<file path="config.mk">
export PLATFORM = sky130hd
export DESIGN_NAME = fp_normalizer_seq
export DESIGN_NICKNAME = d
export VERILOG_FILES = /design/src/rtl/fp_normalizer_seq.sv
export SDC_FILE = /design/constraint.sdc
export NUM_CORES = 1
export LEC_CHECK = 0
export CORE_MARGIN = 3
export CORE_UTILIZATION = 55
export DETAILED_ROUTE_END_ITERATION = 16
export PLACE_DENSITY_LB_ADDON = 0.1
export SYNTH_ARGS = -nofsm -noshare
export SYNTH_HDL_FRONTEND = slang
export SYNTH_SLANG_ARGS = --single-unit
export TNS_END_PERCENT = 30
</file>
<file path="constraint.sdc">
create_clock -name clk -period 5.5 [get_ports clk]
set_clock_uncertainty 0.05 [all_clocks]
set_input_delay 0.55 -clock clk [delete_from_list [all_inputs] [get_ports clk]]
set_output_delay 0.55 -clock clk [all_outputs]
set_load 0.01 [all_outputs]
</file>
<file path="src/rtl/fp_normalizer_seq.sv">
// fp_normalizer_seq: multi-cycle handshaked floating-point normaliser.
// Accepts an unnormalised sign/exponent/mantissa, right-shifts once on carry-out
// or left-shifts up to STEP positions per cycle until the hidden bit is set, and
// adjusts the exponent. Zero, overflow-to-infinity and denormal results are flagged.
//
// Ports:
//   clk, reset                  clock, synchronous active-high reset
//   in_valid / in_ready         operand handshake (one operand in flight)
//   in_sign, in_exp, in_mant    operand; in_mant = {carry, hidden, fraction}
//   out_valid / out_ready       result handshake, result held until taken
//   out_sign, out_exp, out_frac normalised result (hidden bit dropped)
//   flag_zero/ovf/unf/inex      zero, overflow, denormal, inexact (carry shift)
module fp_normalizer_seq #(
  parameter int unsigned EXP_W  = 8,
  parameter int unsigned FRAC_W = 23,
  parameter int unsigned STEP   = 1
) (
  input  logic              clk,
  input  logic              reset,
  input  logic              in_valid,
  output logic              in_ready,
  input  logic              in_sign,
  input  logic [EXP_W-1:0]  in_exp,
  input  logic [FRAC_W+1:0] in_mant,
  output logic              out_valid,
  input  logic              out_ready,
  output logic              out_sign,
  output logic [EXP_W-1:0]  out_exp,
  output logic [FRAC_W-1:0] out_frac,
  output logic              flag_zero,
  output logic              flag_ovf,
  output logic              flag_unf,
  output logic              flag_inex
);

  localparam int unsigned MANT_W = FRAC_W + 2;
  localparam int unsigned EXPI_W = EXP_W + 1;
  localparam int unsigned LZ_W   = $clog2(FRAC_W + 2) + 1;

  localparam logic [1:0] S_IDLE = 2'd0;
  localparam logic [1:0] S_NORM = 2'd1;
  localparam logic [1:0] S_DONE = 2'd2;

  localparam logic [EXPI_W-1:0] EXP_MAX = {1'b0, {EXP_W{1'b1}}};

  // Working registers
  logic [1:0]        state_q, state_d;
  logic              sign_q, sign_d;
  logic [EXPI_W-1:0] exp_q, exp_d;
  logic [MANT_W-1:0] mant_q, mant_d;
  logic              inex_q, inex_d;
  logic              in_ready_q, in_ready_d;

  // Output registers, loaded only when an operation completes
  logic              out_valid_q, out_valid_d;
  logic              out_sign_q, out_sign_d;
  logic [EXP_W-1:0]  out_exp_q, out_exp_d;
  logic [FRAC_W-1:0] out_frac_q, out_frac_d;
  logic              out_zero_q, out_zero_d;
  logic              out_ovf_q, out_ovf_d;
  logic              out_unf_q, out_unf_d;
  logic              out_inex_q, out_inex_d;

  // Completion values computed in NORM
  logic              fin;
  logic [EXP_W-1:0]  fin_exp;
  logic [FRAC_W-1:0] fin_frac;
  logic              fin_zero, fin_ovf, fin_unf, fin_inex;
  logic [EXPI_W-1:0] exp_inc;

  // Leading zeros of the mantissa counted from the hidden-bit position down
  logic [LZ_W-1:0] lz;
  always_comb begin
    lz = LZ_W'(FRAC_W + 1);
    for (int unsigned i = 0; i <= FRAC_W; i++) begin
      if (mant_q[i]) lz = LZ_W'(FRAC_W - i);
    end
  end

  // Left-shift amount for this cycle: min(STEP, lz, exp-1); exp_q >= 2 when used
  logic [31:0] shamt;
  always_comb begin
    shamt = 32'(STEP);
    if (32'(lz) < shamt) shamt = 32'(lz);
    if ((32'(exp_q) - 32'd1) < shamt) shamt = 32'(exp_q) - 32'd1;
  end

  // Next-state and datapath
  always_comb begin
    state_d     = state_q;
    sign_d      = sign_q;
    exp_d       = exp_q;
    mant_d      = mant_q;
    inex_d      = inex_q;
    out_valid_d = out_valid_q;
    out_sign_d  = out_sign_q;
    out_exp_d   = out_exp_q;
    out_frac_d  = out_frac_q;
    out_zero_d  = out_zero_q;
    out_ovf_d   = out_ovf_q;
    out_unf_d   = out_unf_q;
    out_inex_d  = out_inex_q;
    fin         = 1'b0;
    fin_exp     = '0;
    fin_frac    = '0;
    fin_zero    = 1'b0;
    fin_ovf     = 1'b0;
    fin_unf     = 1'b0;
    fin_inex    = inex_q;
    exp_inc     = exp_q + EXPI_W'(1);

    case (state_q)
      S_IDLE: begin
        if (in_valid && in_ready_q) begin
          sign_d  = in_sign;
          // A zero exponent carries the same scale as exponent 1
          exp_d   = (in_exp == '0) ? EXPI_W'(1) : {1'b0, in_exp};
          mant_d  = in_mant;
          inex_d  = 1'b0;
          state_d = S_NORM;
        end
      end

      S_NORM: begin
        if (mant_q == '0) begin
          fin      = 1'b1;
          fin_zero = 1'b1;
        end else if (mant_q[MANT_W-1]) begin
          mant_d = mant_q >> 1;
          exp_d  = exp_inc;
          inex_d = inex_q | mant_q[0];
          if (exp_inc >= EXP_MAX) begin
            fin      = 1'b1;
            fin_exp  = {EXP_W{1'b1}};
            fin_ovf  = 1'b1;
            fin_inex = inex_q | mant_q[0];
          end
        end else if (mant_q[FRAC_W]) begin
          fin      = 1'b1;
          fin_exp  = exp_q[EXP_W-1:0];
          fin_frac = mant_q[FRAC_W-1:0];
        end else if (exp_q <= EXPI_W'(1)) begin
          fin      = 1'b1;
          fin_frac = mant_q[FRAC_W-1:0];
          fin_unf  = 1'b1;
        end else begin
          mant_d = mant_q << shamt;
          exp_d  = exp_q - EXPI_W'(shamt);
        end

        if (fin) begin
          out_valid_d = 1'b1;
          out_sign_d  = sign_q;
          out_exp_d   = fin_exp;
          out_frac_d  = fin_frac;
          out_zero_d  = fin_zero;
          out_ovf_d   = fin_ovf;
          out_unf_d   = fin_unf;
          out_inex_d  = fin_inex;
          state_d     = S_DONE;
        end
      end

      S_DONE: begin
        if (out_ready) begin
          out_valid_d = 1'b0;
          state_d     = S_IDLE;
        end
      end

      default: state_d = S_IDLE;
    endcase

    // Ready only once the machine is back in IDLE, so no same-cycle re-accept
    in_ready_d = (state_d == S_IDLE);
  end

  // State and output registers
  always_ff @(posedge clk) begin
    if (reset) begin
      state_q     <= S_IDLE;
      sign_q      <= 1'b0;
      exp_q       <= '0;
      mant_q      <= '0;
      inex_q      <= 1'b0;
      in_ready_q  <= 1'b0;
      out_valid_q <= 1'b0;
      out_sign_q  <= 1'b0;
      out_exp_q   <= '0;
      out_frac_q  <= '0;
      out_zero_q  <= 1'b0;
      out_ovf_q   <= 1'b0;
      out_unf_q   <= 1'b0;
      out_inex_q  <= 1'b0;
    end else begin
      state_q     <= state_d;
      sign_q      <= sign_d;
      exp_q       <= exp_d;
      mant_q      <= mant_d;
      inex_q      <= inex_d;
      in_ready_q  <= in_ready_d;
      out_valid_q <= out_valid_d;
      out_sign_q  <= out_sign_d;
      out_exp_q   <= out_exp_d;
      out_frac_q  <= out_frac_d;
      out_zero_q  <= out_zero_d;
      out_ovf_q   <= out_ovf_d;
      out_unf_q   <= out_unf_d;
      out_inex_q  <= out_inex_d;
    end
  end

  assign in_ready  = in_ready_q;
  assign out_valid = out_valid_q;
  assign out_sign  = out_sign_q;
  assign out_exp   = out_exp_q;
  assign out_frac  = out_frac_q;
  assign flag_zero = out_zero_q;
  assign flag_ovf  = out_ovf_q;
  assign flag_unf  = out_unf_q;
  assign flag_inex = out_inex_q;

endmodule

</file>
### Word level (Yosys, flattened, before mapping)

Index checks and enable logic that the tools add are counted.

* bits in latches: 0
* input bits: 38
* register bits after elaboration: 76
* output and inout port bits: 38
* memory bits (writable): 0
* ROM bits: 0
* memories: 0
* word-level logic and storage cells: 119

* divide/modulo/power cells: 0
* shifts and indexed selects: 1
* mux-type cells: 73
* bitwise logic cells: 1
* $add $sub $neg: 3
* reduce and logical (&&, ||, !) cells: 13
* magnitude comparators: 4
* $mul: 0
* eq/ne operators: 9

Operator list (count)
* $mux 6: 23
* $mux 25: 5
* $mux 23: 4
* $pmux 25 s2: 1
* $mux 9: 5
* $mux 8: 5
* $lt 32x32->1: 1
* $mux 32: 1
* $shl 25x32->25: 1
* $logic_not 25->1: 1
* $mux 1: 20
* $pmux 9 s2: 1
* $ne 2x2->1 const B: 5
* $sub 9x1->10 const B: 1
* $add 9x1->9 const B: 1
* $ge 9x8->1 const B: 1
* $le 9x1->1 const B: 1
* $sub 9x9->9: 1
* $logic_not 8->1: 1
* $mux 4: 2
* $lt 6x1->1 const B: 1
* $mux 2: 3
* $ne 3x3->1 const B: 2
* $pmux 2 s3: 1
* other kinds (11): 16

### Longest topological paths before layout

* word-level depth: 34
* depth in mapped cells: 22
* mapped depth without buffers: 19

### Worst setup path after synthesis

No wires, ideal clock.

* path kind: register to register
* start: reg exp_q[1]
* end: reg exp_q[8]
* required time: 5322 ps
* path slack: 571 ps
* arrival: 4752 ps
* library setup time: 128 ps
* cell stages (with the launch flop): 23
* clock period less this slack: 4929 ps
* path buffers: 3
* cell sequence: dfxtp_1 clkbuf_1 inv_1 ha_1 xnor2_1 inv_1 clkbuf_1 ha_1 a211o_1 a2111o_1 clkbuf_1 mux2i_1 ha_1 inv_1 fa_1 a21o_1 a21oi_1 o21ai_0 o31a_1 a21oi_1 o22ai_1 a22oi_1 nor2_1

* cells in the longest elaborated chain, start to end: 9
* elaborated cells between the ends (all ways): 13
* those cells by class: 3 x add/sub; 2 x order compare; 1 x eq/ne; 6 x mux; 1 x reduce/logical

Ends and longest elaborated chain
* start, declared: RTL line 49 `logic [EXPI_W-1:0] exp_q, exp_d;`
* start signal, assigned: RTL line 198 `exp_q <= exp_d;`
* $sub 9x1->10: RTL line 85 `if ((32'(exp_q) - 32'd1) < shamt) shamt = 32'(exp_q) - 32'd1;`
* $lt 32x32->1: RTL line 85
* $mux 32: RTL line 85
* $sub 9x9->9: RTL line 148 `exp_d = exp_q - EXPI_W'(shamt);`
* $mux 9: RTL line 142 `end else if (exp_q <= EXPI_W'(1)) begin`
* $mux 9: RTL line 138 `end else if (mant_q[FRAC_W]) begin`
* $mux 9: RTL line 128 `end else if (mant_q[MANT_W-1]) begin`
* $mux 9: RTL line 125 `if (mant_q == '0) begin`
* $pmux 9 s2: RTL line 112 `case (state_q)`

Parallel ways exist; a longest one is shown, timed or not. The select of a mux whose other input is x is not followed.
A chain may end at the register's enable or synchronous reset.

### Worst setup path after layout

* start: reg exp_q[2]
* end: reg exp_q[8]

Same word-level chain as after synthesis.

==> results.json <==
{
  "regArea_mm2": 0.00152,
  "layout_common_cells": "84 x nand2_1, 79 x a21oi_1, 75 x dfxtp_1, 75 x clkdlybuf4s50_1, 68 x nor2_1",
  "crit_start": "exp_q[2]",
  "yosysTopAreaCellShare": 0.276,
  "syn_area_mm2": 0.00551,
  "drt_pass1_iterations": 5,
  "instances_no_fill": 913,
  "ant_nets": 0,
  "wl_per_cell_um": 22.0,
  "synth_top_area_cell": "dfxtp_1",
  "die_h_um": 106,
  "hold_violations": 0,
  "overflow": 0,
  "swShare": 0.569,
  "clock_power_share": 0.089,
  "postLayoutCoreUtil": 0.680,
  "fin_setup_tns_ns": 0,
  "worstSetupPathType": "reg2reg",
  "worst_pin_slew_ns": 1.01,
  "drc": 0,
  "cp.required_ns": 5.69,
  "antennaDiodeCount": 0,
  "dp_cells": 897,
  "p_switching_mw": 2.72,
  "rows": 35,
  "ys_ff_latch": 76,
  "async_flop_share": 0,
  "use_met3": 0.104,
  "r2r-start": "exp_q[2]",
  "finalSetupViolCount": 0,
  "fp.dieArea_mm2": 0.0113,
  "period_needed_ns": 5.02,
  "p_leak_nw": 2.12,
  "outcome": "completed",
  "io_pins": 76,
  "timing.rr.end": "exp_q[8]",
  "hpwl_um": 14000,
  "die_x_um": 106,
  "drv_cap": 0,
  "timing.final.crit_share": 0.912,
  "crit_fanout": 11,
  "hold_class": "reg2reg",
  "vias": 6241,
  "core_mm2": 0.00950,
  "port_buffers": 75,
  "grt_util_met2": 0.518,
  "grt_pass1_vias": 5860,
  "synth_edf_count": 0,
  "fmax_mhz": 199,
  "clock_path_buffers": 2,
  "grt.total_usage": 0.349,
  "fillers": 817,
  "finalWeightedCongestion": 1.05,
  "peakVddDrop_uv": 444,
  "crit_path_start_kind": "flop",
  "yosysWarnings": 0,
  "use_met1": 0.474,
  "nets": 830,
  "seqPwrFrac": 0.218,
  "worstHoldStart": "out_frac[13]",
  "cp-endpoint": "exp_q[8]",
  "synthTopCellsByArea": "dfxtp_1 28%, a21oi_1 7.2%, nand2_1 5.7%, mux2i_1 4.9%, nor2_1 4.6%",
  "synth-main-ff-cell": "dfxtp_1",
  "ff2ff_path_depth": 19,
  "cts-root-buf": "clkbuf_8",
  "slew_viol_final": 0,
  "p_per_area_mw_per_mm2": 740,
  "initial_core_util": 0.580,
  "syn_to_final_growth_pct": 17.3,
  "clock_sinks": 76,
  "final_common_cell": "nand2_1",
  "htreeDepth": 3,
  "grt_max_degree": 70,
  "path_clk_slew_ns": 0.09,
  "numCtsBuffers": 9,
  "rsz0062_at_grt": "false",
  "vias_per_cell": 6.84,
  "synthCells": 749,
  "drt_iter0_drc": 756,
  "crit_path_end_kind": "flop",
  "grt_pass1_wl_um": 31400,
  "top_usage_layer": "met2",
  "antenna_found_initial": 0,
  "post-cts-setup-buffer-count": 0,
  "arrival_ns": 5.21,
  "synth_cell_types": 70,
  "worstSkewPairLatency_ns": 0.36,
  "r2r_slack_ns": 0.48,
  "post_synth.cell_area_avg_um2": 7.36,
  "p_int_mw": 2.06,
  "multiInputGateArea_mm2": 0.00363,
  "slew_headroom": 0.321,
  "yosysSeqAreaShare": 0.276,
  "wl_um": 20100,
  "cts_tree": "built",
  "power_frac_comb": 0.694,
  "drive_gt1_frac": 0.0906
}
## registers in the layout, summed over array words and instances, names as in the netlist, 2 cells and up
signal and count:
mant_q 25, out_frac 23, exp_q 9, out_exp 8
state_q 2
## layout make-up
| cell class | count | share of cell area |
|---|---|---|
| clock buffer | 10 | 0.0213 |
| clock inverter | 6 | 0.00832 |
| inverter | 15 | 0.00871 |
| multi-input combinational | 582 | 0.562 |
| sequential | 76 | 0.236 |
| tap | 129 | 0.0250 |
| timing repair buffer | 95 | 0.139 |
## power groups by stage
stage / clock, mW / combinational [mW] / sequential, mW
floorplan: 0 / 2.49 / 0.787
global placement: 0 / 3.15 / 1.02
detailed placement: 0 / 3.20 / 1.03
CTS: 0.428 / 3.21 / 1.01
global route: 0.445 / 3.54 / 1.05
finish: 0.424 / 3.32 / 1.04
## worst max-delay path, cell delays in order (launching register included)
cell      delay [ns]
dfxtp_1         0.58
nor3_1          0.15
xnor2_2         0.29
inv_1           0.17
ha_1            0.26
nor4_1          0.35
o21ai_0         0.29
a2111o_1        0.47
mux2i_1         0.33
ha_1            0.21
inv_1           0.06
fa_1            0.41
a21o_1          0.18
a21oi_1         0.23
o21ai_0         0.18
o31a_1          0.27
a21oi_1         0.11
o22ai_1         0.09
a22oi_1         0.16
nor2_1          0.05
## worst min path at each step
| stage | endpoint | cells after the start |
|---|---|---|
| floorplan | out_sign | 2 |
| finish | out_frac[13] | 2 |
| detailed placement | out_frac[13] | 2 |
| global route | out_frac[14] | 2 |
| CTS | out_frac[13] | 2 |
| global placement | out_frac[18] | 2 |
## through the flow
step / cell area [µm²] / total power [mW] / setup slack [ns] / hold slack (ns)
2_1_floorplan: 5520 / 3.27 / 0.571 / 0.387
3_3_place_gp: 6260 / 4.17 / 0.678 / 0.390
3_5_place_dp: 6260 / 4.23 / 0.397 / 0.395
4_1_cts: 6450 / 4.65 / 0.362 / 0.408
5_1_grt: 6460 / 5.04 / 0.118 / 0.427
6_report: 6460 / 4.79 / 0.483 / 0.405
## cell usage after synthesis (6+ instances only)
master,count
nand4_1,8
mux2i_1,27
a21oi_1,79
o221ai_1,11
nand3_1,45
nor2_1,68
buf_1,6
a31oi_1,10
a211oi_1,11
clkbuf_1,57
o21ai_0,35
or3_1,10
nor3_1,32
nor4_1,15
ha_1,12
dfxtp_1,76
o211ai_1,19
buf_2,13
o22ai_1,7
mux2_2,7
inv_1,12
nand2_1,84
a22oi_1,6
nand2b_1,6
a221oi_1,7
## repair_timing
item | 4_1_cts | 5_1_grt
setup endpoints to repair | 0 | 1
gates resized for setup | 0 | 2
hold buffers | 0 | 0
## metal layers
metal,share of wire,up-vias
met5,0,-
met4,0.042,0
met3,0.13,76
met2,0.43,415
met1,0.40,2926
li1,-,2824
## cells by family (layout without fill, tap and decap cells)
| kind of cell | count (synthesis) | after routing | synth area share |
|---|---|---|---|
| muxes | 41 | 41 | 0.0890 |
| and+or+nand+nor | 286 | 286 | 0.241 |
| xor gates and xnor gates | 9 | 9 | 0.0143 |
| AOI/OAI and AO/OA | 229 | 229 | 0.279 |
| other | 1 | 4 | 0.000680 |
| DFF | 76 | 76 | 0.276 |
| buffers and inverters | 94 | 126 | 0.0699 |
| adders and majority gates | 13 | 13 | 0.0309 |
Note: power is estimated with default switching activity, not from simulation.
